[config.mk]
export PLATFORM = sky130hd
export DESIGN_NAME = uart_tx_buffer
export DESIGN_NICKNAME = d
export VERILOG_FILES = /design/src/rtl/uart_tx_buffer.sv
export SDC_FILE = /design/constraint.sdc
export NUM_CORES = 1
export LEC_CHECK = 0
export CELL_PAD_IN_SITES_DETAIL_PLACEMENT = 2
export CELL_PAD_IN_SITES_GLOBAL_PLACEMENT = 2
export CORE_MARGIN = 2
export CORE_UTILIZATION = 41
export CTS_BUF_LIST = sky130_fd_sc_hd__clkbuf_16
export DETAILED_ROUTE_END_ITERATION = 16
export PLACE_DENSITY = 0.77
export SLEW_MARGIN = 30
export SYNTH_ARGS = -nofsm -noshare
export SYNTH_HDL_FRONTEND = slang
export SYNTH_SLANG_ARGS = --single-unit
[constraint.sdc]
create_clock -name clk50MHz -period 4.1 [get_ports clk50MHz]
set_clock_uncertainty 0.15 [all_clocks]
set_input_delay 0.41 -clock clk50MHz [delete_from_list [all_inputs] [get_ports clk50MHz]]
set_output_delay 0.41 -clock clk50MHz [all_outputs]
set_load 0.05 [all_outputs]
[src/rtl/uart_tx_buffer.sv]
// ---------------------------------------------------------------------------
// uart_tx_buffer
//
// Byte FIFO plus launch sequencer feeding a UART transmitter's
// data_in / data_in_valid pair. Producers push bytes at full clock rate.
// The sequencer pops one byte at a time, but only while the UART is not busy.
// It issues a single-cycle valid pulse and holds uart_data stable until the
// UART drops busy at the end of the frame.
// If the UART never raises busy after a launch, the same byte is relaunched
// after LAUNCH_TIMEOUT clocks.
//
// Optional feature (macro UART_TX_CRLF_EN):
//   When defined, a popped 8'h0A is sent as 8'h0D followed by 8'h0A. Both
//   frames come from a single FIFO pop, and tx_active stays high across them.
//   When undefined, bytes are sent verbatim.
//
// Ports:
//   clk50MHz        in   system clock, rising edge
//   rst_n           in   synchronous active-low reset
//   wr_data[7:0]    in   byte to enqueue
//   wr_en           in   push strobe, accepted when full==0
//   full            out  FIFO holds DEPTH bytes
//   empty           out  FIFO holds 0 bytes
//   level[ADDR_W:0] out  occupancy 0..DEPTH
//   overflow        out  sticky: push attempted while full
//   uart_busy       in   UART busy
//   uart_data[7:0]  out  to UART data_in
//   uart_data_valid out  to UART data_in_valid, single-cycle pulse
//   tx_active       out  high from pop until the frame completes
// ---------------------------------------------------------------------------
module uart_tx_buffer #(
  parameter int DEPTH          = 16,
  parameter int ADDR_W         = 4,
  parameter int LAUNCH_TIMEOUT = 4
) (
  input  logic              clk50MHz,
  input  logic              rst_n,
  input  logic [7:0]        wr_data,
  input  logic              wr_en,
  output logic              full,
  output logic              empty,
  output logic [ADDR_W:0]   level,
  output logic              overflow,
  input  logic              uart_busy,
  output logic [7:0]        uart_data,
  output logic              uart_data_valid,
  output logic              tx_active
);

  typedef enum logic [2:0] {
    S_IDLE   = 3'd0,
    S_LAUNCH = 3'd1,
    S_ACK    = 3'd2,
`ifdef UART_TX_CRLF_EN
    S_WAIT   = 3'd3,
    S_LF     = 3'd4
`else
    S_WAIT   = 3'd3
`endif
  } state_t;

  localparam logic [ADDR_W:0]   LEVEL_FULL = {1'b1, {ADDR_W{1'b0}}};
  localparam logic [ADDR_W:0]   LEVEL_ONE  = {{ADDR_W{1'b0}}, 1'b1};
  localparam logic [ADDR_W:0]   LEVEL_ZERO = {(ADDR_W+1){1'b0}};
  localparam logic [ADDR_W-1:0] PTR_ONE    = {{(ADDR_W-1){1'b0}}, 1'b1};
  localparam logic [ADDR_W-1:0] PTR_ZERO   = {ADDR_W{1'b0}};
  localparam logic [7:0]        TMO_LAST   = 8'(LAUNCH_TIMEOUT - 1);

  logic [7:0]        mem_r [DEPTH];
  logic [ADDR_W-1:0] wr_ptr_r;
  logic [ADDR_W-1:0] rd_ptr_r;
  logic [ADDR_W:0]   level_r;
  logic              full_r;
  logic              empty_r;
  logic              overflow_r;

  state_t            state_r;
  logic [7:0]        uart_data_r;
  logic              uart_data_valid_r;
  logic              tx_active_r;
  logic [7:0]        tmo_r;
`ifdef UART_TX_CRLF_EN
  logic              lf_pending_r;
`endif

  logic              push_s;
  logic              pop_s;
  logic [ADDR_W:0]   level_nxt_s;
  logic [7:0]        head_s;

  // Push/pop qualification and next occupancy.
  // A push while full is dropped even if a pop happens in the same cycle.
  always_comb begin
    push_s      = wr_en & ~full_r;
    pop_s       = (state_r == S_IDLE) & ~empty_r & ~uart_busy;
    head_s      = mem_r[rd_ptr_r];
    level_nxt_s = level_r;
    case ({push_s, pop_s})
      2'b10:   level_nxt_s = level_r + LEVEL_ONE;
      2'b01:   level_nxt_s = level_r - LEVEL_ONE;
      default: level_nxt_s = level_r;
    endcase
  end

  // FIFO storage; contents need no reset because level gates every read.
  always_ff @(posedge clk50MHz) begin
    if (push_s) begin
      mem_r[wr_ptr_r] <= wr_data;
    end
  end

  // FIFO pointers, occupancy, status flags and sticky overflow.
  always_ff @(posedge clk50MHz) begin
    if (!rst_n) begin
      wr_ptr_r   <= PTR_ZERO;
      rd_ptr_r   <= PTR_ZERO;
      level_r    <= LEVEL_ZERO;
      full_r     <= 1'b0;
      empty_r    <= 1'b1;
      overflow_r <= 1'b0;
    end else begin
      if (push_s) begin
        wr_ptr_r <= wr_ptr_r + PTR_ONE;
      end
      if (pop_s) begin
        rd_ptr_r <= rd_ptr_r + PTR_ONE;
      end
      level_r <= level_nxt_s;
      full_r  <= (level_nxt_s == LEVEL_FULL);
      empty_r <= (level_nxt_s == LEVEL_ZERO);
      if (wr_en && full_r) begin
        overflow_r <= 1'b1;
      end
    end
  end

  // Launch sequencer. uart_data_valid is set on entry to S_LAUNCH,
  // so it is high exactly during the S_LAUNCH cycle.
  always_ff @(posedge clk50MHz) begin
    if (!rst_n) begin
      state_r           <= S_IDLE;
      uart_data_r       <= 8'h00;
      uart_data_valid_r <= 1'b0;
      tx_active_r       <= 1'b0;
      tmo_r             <= 8'd0;
`ifdef UART_TX_CRLF_EN
      lf_pending_r      <= 1'b0;
`endif
    end else begin
      uart_data_valid_r <= 1'b0;
      case (state_r)
        S_IDLE: begin
          if (pop_s) begin
`ifdef UART_TX_CRLF_EN
            // LF is preceded by CR. The LF itself is replayed from S_LF.
            if (head_s == 8'h0A) begin
              uart_data_r  <= 8'h0D;
              lf_pending_r <= 1'b1;
            end else begin
              uart_data_r  <= head_s;
            end
`else
            uart_data_r       <= head_s;
`endif
            tx_active_r       <= 1'b1;
            uart_data_valid_r <= 1'b1;
            state_r           <= S_LAUNCH;
          end
        end
        S_LAUNCH: begin
          tmo_r   <= 8'd0;
          state_r <= S_ACK;
        end
        S_ACK: begin
          if (uart_busy) begin
            state_r <= S_WAIT;
          end else if (tmo_r == TMO_LAST) begin
            // UART ignored the pulse; relaunch the same byte.
            uart_data_valid_r <= 1'b1;
            state_r           <= S_LAUNCH;
          end else begin
            tmo_r <= tmo_r + 8'd1;
          end
        end
        S_WAIT: begin
          if (!uart_busy) begin
`ifdef UART_TX_CRLF_EN
            if (lf_pending_r) begin
              lf_pending_r <= 1'b0;
              state_r      <= S_LF;
            end else begin
              tx_active_r  <= 1'b0;
              state_r      <= S_IDLE;
            end
`else
            tx_active_r <= 1'b0;
            state_r     <= S_IDLE;
`endif
          end
        end
`ifdef UART_TX_CRLF_EN
        S_LF: begin
          if (!uart_busy) begin
            uart_data_r       <= 8'h0A;
            uart_data_valid_r <= 1'b1;
            state_r           <= S_LAUNCH;
          end
        end
`endif
        default: begin
          tx_active_r <= 1'b0;
          state_r     <= S_IDLE;
        end
      endcase
    end
  end

  assign full            = full_r;
  assign empty           = empty_r;
  assign level           = level_r;
  assign overflow        = overflow_r;
  assign uart_data       = uart_data_r;
  assign uart_data_valid = uart_data_valid_r;
  assign tx_active       = tx_active_r;

endmodule
==> metrics.txt, run 1 <==
# DRC=0; Fin. Hold Viols=0; vias=3722; final wirelength=16500 um; kind of critical path=flop to flop; # fillers=1472; area grow syn2layout=16.8%; DP HPWL=10500 um; number of cells on the worst hold path=2; number of flops mapped to enable cells by yosys=128; r2r endpoint=full; Crit Path Max Fanout=15; initial core utilization=0.420; Routed wire per std cell=24.0 um; RSZ-0062 raised after global routing=false; first-pass GRT wire length=25500 um; critical path capture point type=flop; Synth Instances=419; Worst-Margin Slew=939 ps; pwr/cell area=561 nW/um2; fin area=7830 um2; Seq. cell area=4570 um2; RePlAce Congestion=0.757; total gr overflow=0; area occupied by multi-input gates=2010 um2; Synth Warn #=0; WP depth=12; initial antenna violation count=0; Post-synth ARST share=0; Root Driver=clkbuf_16; TritonCTS Buffers=17; mean post-synth cell area=16.0 um2; Worst VDD drop=0.000537 V; Slew HR=0.374; Site Rows=46; FF+latch count, synth=164; syn_nets=444; Switching Power=1.32 mW; Worst Hold Class=flop to flop; Sequential Power Share=0.452; Die ar.=17400 um2; Detailed Route Iter0 Violations=225; final setup fails=0; Worst path most repeated cell=ha_1; Leak=2.60 nW; run status=completed; IO buf count=29; largest net degree at the start of global routing=36; # H-tree levels=4; Worst Min Path Start=uart_data[6]; CP Launch Type=flop; number of global-route vias before repair=4169; Internal=3.07 mW; GRT Overall Usage=0.203; width of the die=132 um; synth unique cells=42; dominant synthesized flop cell=edfxtp_1; worst r2r src=state_r[1]; worst skew pair latency=450 ps; drt first pass iters=4; hold endpoint=uart_data[6]; boundary pin count=30; register area share after synthesis=0.681; CP top delay family=adder cells; setup bufs post-CTS=0; Combinational Power Share=0.181; post-placement cell area=7230 um2; fin. max-slew vios=0; Worst path max stage delay=430 ps; Mapped Area=6700 um2; Worst Reg-to-Reg Cells=12; share of cells above drive strength 1=0.140; crit path time final=3190 ps; Fmax=314 MHz; Final #Nets=482; critical path arrival=3380 ps; hold-fix buffers at CTS=0; post_cts resized=0; CTS tree=built; Fin Setup TNS=0 ps; CP Cell Sequence=inv_1 > ha_1 > nor3b_2 > buf_4 > ha_1 > xor2_1 > ha_1 > a21oi_1 > mux2i_1 > xnor2_1 > or2_1 > nor4b_1; post-route ant nets=0; Clk pwr share=0.367; register-to-register setup slack=910 ps; crit path buf inv count=2; fin crit share=0.778; CORE AREA=15900 um2; antenna cells=0; Via density=5.43; CP max stage cell=dfxtp_1; Worst-path clk slew=70 ps; die height=132 um; clk sinks=164; Net Sw Frac=0.300; MaxCap Viol Count=0; Max clock buf depth=2; Crit path required time=4290 ps
-- layout by cell type, fill, tap and decap left out, drive strengths merged, types with 9 or more instances in the layout --
cell type and n:
edfxtp 128, nor2 43, dfxtp 36, mux4 32, clkdlybuf4s50 29, nand2 22
inv 19, clkbuf 17, a22oi 16, ha 13, xor2 11, o21ai 11
a21oi 9, a21o 9, buf 9
-- sequential cells by signal, indices dropped and copies added, names as in the netlist --
signal,cells
tmo_r,8
state_r,2
full,1
wr_ptr_r,4
rd_ptr_r,4
tx_active,1
mem_r,128
overflow,1
empty,1
uart_data,8
uart_data_valid,1
level,5
-- cells by family (layout without fill, tap and decap cells) --
logic type               Yosys count  after routing  synth area share
AND/OR/NAND/NOR                  107            107            0.0749
XOR/XNOR                          16             16            0.0209
multiplexers                      37             37             0.124
flip-flops                       164            164             0.681
buffers and inverters             28             79            0.0209
AO/OA/AOI/OAI                     54             54            0.0536
adder cells (fa/ha/maj)           13             13            0.0243
-- per-stage QoR --
step	hold WS (ps)	worst slack, ps	utilization	cells	power (mW)
5_1_grt	344	678	0.491	686	4.56
3_5_place_dp	309	668	0.453	654	2.82
6_report	318	910	0.491	686	4.39
4_1_cts	327	883	0.490	686	4.44
2_1_floorplan	331	1160	-	419	2.55
3_3_place_gp	303	801	0.453	654	2.77
-- worst max-delay path by stage --
stage | start | end | slack, ps
after floorplan | state_r[0] | full | 1160
after global placement | uart_busy | full | 800
after detailed placement | uart_busy | full | 670
after CTS | state_r[0] | full | 880
after global routing | state_r[0] | full | 680
final | state_r[1] | full | 910
-- worst register-to-register path: cells and delay by family (launching register included) --
kind / cells / cell delay, ps
compound gates: 1 / 160
xor+xnor: 2 / 310
fa+ha+maj: 3 / 800
buf+inv: 2 / 320
flops: 1 / 430
mux: 1 / 230
simple gates: 3 / 690
-- metal layers --
metal	share of wire	track usage	vias up
li1	-	-	1696
met1	0.42	0.240	1941
met2	0.54	0.358	65
met3	0.028	0.0477	20
met4	0.018	0.0809	0
met5	0	0	-
-- power by group through the flow --
| stage | clock network, mW | logic (mW) | registers, mW |
|---|---|---|---|
| CTS | 1.65 | 0.806 | 1.99 |
| detailed placement | 0 | 0.791 | 2.03 |
| global placement | 0 | 0.752 | 2.02 |
| global route | 1.71 | 0.849 | 2.00 |
| floorplan | 0 | 0.473 | 2.08 |
| finish | 1.61 | 0.794 | 1.99 |
-- synth_stat cells (all sizes together), types with 2 or more instances --
cell | instances | share of area
nor2 | 43 | 0.024
mux2 | 2 | 0.0034
o31ai | 2 | 0.0022
buf | 11 | 0.011
edfxtp | 128 | 0.57
and3 | 3 | 0.0028
clkbuf | 8 | 0.0045
inv | 9 | 0.0050
nand3 | 6 | 0.0045
nand2 | 22 | 0.012
nor2b | 6 | 0.0056
a22oi | 16 | 0.018
nor4b | 2 | 0.0026
and2 | 4 | 0.0037
a21o | 9 | 0.010
xnor2 | 5 | 0.0065
nand2b | 7 | 0.0065
nor3 | 7 | 0.0052
ha | 13 | 0.024
mux4 | 32 | 0.12
nand4 | 4 | 0.0037
xor2 | 11 | 0.014
a21oi | 9 | 0.0067
o21ai | 11 | 0.0082
mux2i | 3 | 0.0045
dfxtp | 36 | 0.11
-- layout make-up --
| cell class | count | area share |
|---|---|---|
| multi-input cells | 227 | 0.257 |
| inverters | 9 | 0.00432 |
| well taps | 216 | 0.0345 |
| flip-flops and latches | 164 | 0.583 |
| clock buffers | 17 | 0.0543 |
| repair buffers | 38 | 0.0457 |
| clock inverters | 15 | 0.0211 |
Power figures use the tool's default switching activity.
==> run 2, diff against run 1 <==
==> constraint.sdc (replaced) <==
create_clock -name clk50MHz -period 3.1 [get_ports clk50MHz]
set_clock_uncertainty 0.15 [all_clocks]
set_input_delay 0.31 -clock clk50MHz [delete_from_list [all_inputs] [get_ports clk50MHz]]
set_output_delay 0.31 -clock clk50MHz [all_outputs]
set_load 0.05 [all_outputs]
==> metrics.txt, run 2 (synthesized netlist as in run 1, its figures left out) <==
CP Cell Sequence=inv_1 > ha_2 > nor3b_2 > ha_1 > xor2_1 > ha_1 > a21oi_1 > mux2i_1 > xnor2_1 > or2_1 > nor4b_1; area occupied by multi-input gates=2000 um2; Routed wire per std cell=24.4 um; Fmax=356 MHz; Crit Path Max Fanout=5; # DRC=0; Worst-Margin Slew=761 ps; crit path buf inv count=1; Slew HR=0.492; clk sinks=164; width of the die=132 um; fin crit share=0.906; Worst-path clk slew=60 ps; Worst Hold Class=flop to flop; Largest register FFs=128; post-route ant nets=0; Max clock buf depth=2; # fillers=1482; final setup fails=0; DP HPWL=10800 um; commonest non-fill, non-tap cells in the layout=edfxtp_1, nor2_1, dfxtp_1; hold endpoint=overflow; Crit path required time=3280 ps; setup bufs post-CTS=0; number of cells on the worst hold path=2; kind of critical path=flop to flop; CP top delay family=adder cells; GRT Overall Usage=0.204; initial antenna violation count=0; largest net degree at the start of global routing=36; leading cell type in the layout, fill and taps excluded=edfxtp_1; CTS tree=built; critical path arrival=2990 ps; Fin Setup TNS=0 ps; drt first pass iters=4; r2r endpoint=full; TritonCTS Buffers=17; Fin. Hold Viols=0; Worst path max stage delay=380 ps; initial core utilization=0.420; Leak=2.68 nW; RSZ-0062 raised after global routing=false; Worst Min Path Start=overflow; crit path time final=2810 ps; RePlAce Congestion=0.782; antenna cells=0; CP Launch Type=flop; IO buf count=29; vias=3788; Worst Reg-to-Reg Cells=11; register-to-register setup slack=290 ps; Core Util, Final=0.498; final worst slack=291 ps; fin. max-slew vios=0; critical path capture point type=flop; Seq. cell area=4570 um2; Final #Nets=496; final wirelength=17000 um; pwr/cell area=738 nW/um2; Detailed Route Iter0 Violations=242; Worst VDD drop=0.000730 V; share of cells above drive strength 1=0.153; MaxCap Viol Count=0; worst skew pair latency=430 ps; area grow syn2layout=18.6%; CORE AREA=15900 um2; run status=completed; CP max stage cell=dfxtp_1; total gr overflow=0; die height=132 um; Root Driver=clkbuf_16; first-pass GRT wire length=25700 um; Site Rows=46; Via density=5.42; boundary pin count=30; # H-tree levels=4; largest register by flop count=mem_r; number of global-route vias before repair=4185; worst r2r src=state_r[0]; Worst path most repeated cell=ha_1; Die ar.=17400 um2; pre-CTS setup slack=113 ps
run 2: cell types whose count changed in the layout (fill, tap and decap cells not counted), sizes merged:
| cell | before | now |
|---|---|---|
| inv | 19 | 13 |
| buf | 9 | 23 |
| clkinv | 2 | 5 |
| bufinv | 1 | 3 |
run 2: worst max path at each step:
stage / start / endpoint / slack [ps] / cells after the start
3_5_place_dp: wr_en / full / 110 / 11
6_report: state_r[0] / full / 290 / 11
5_1_grt: state_r[0] / full / 20 / 11
2_1_floorplan: state_r[0] / full / 160 / 12
3_3_place_gp: wr_en / full / 250 / 11
4_1_cts: state_r[0] / full / 240 / 11
run 2: area by class of cell:
| class | instances | share of cell area |
|---|---|---|
| Tap cell | 216 | 0.0340 |
| Clock inverter | 14 | 0.0222 |
| Multi-Input combinational cell | 227 | 0.252 |
| Clock buffer | 17 | 0.0535 |
| Inverter | 9 | 0.00425 |
| Timing Repair Buffer | 52 | 0.0598 |
| Sequential cell | 164 | 0.575 |
run 2: metrics by stage:
step	instances	hold slack [ps]	power [mW]	area [um2]
2_1_floorplan	419	259	3.38	6700
3_3_place_gp	668	297	3.67	7340
3_5_place_dp	668	304	3.74	7340
4_1_cts	699	324	5.93	7940
5_1_grt	699	335	6.08	7950
6_report	699	323	5.87	7950
run 2: power by group:
part           switching (mW)  total, mW  internal (mW)
combinational           0.666       1.13          0.464
sequential             0.0926       2.56           2.47
clock                   0.902       2.18           1.27
run 2: routing by layer:
metal / global-route usage / vias to the layer above / part of all wire
li1: - / 1717 / -
met1: 0.245 / 1985 / 0.42
met2: 0.363 / 68 / 0.53
met3: 0.0434 / 18 / 0.027
met4: 0.0755 / 0 / 0.018
met5: 0 / - / 0
run 2: tightest hold or removal path, stage by stage (launching register included):
cell,delay [ps]
dfxtp_1,330
a21oi_1,40
nor2_1,70
run 2: repair_timing:
| action | in CTS | in global routing |
|---|---|---|
| resized for setup | 0 | 1 |
| hold buffers | 0 | 0 |
| endpoints found under the setup margin | 0 | 1 |
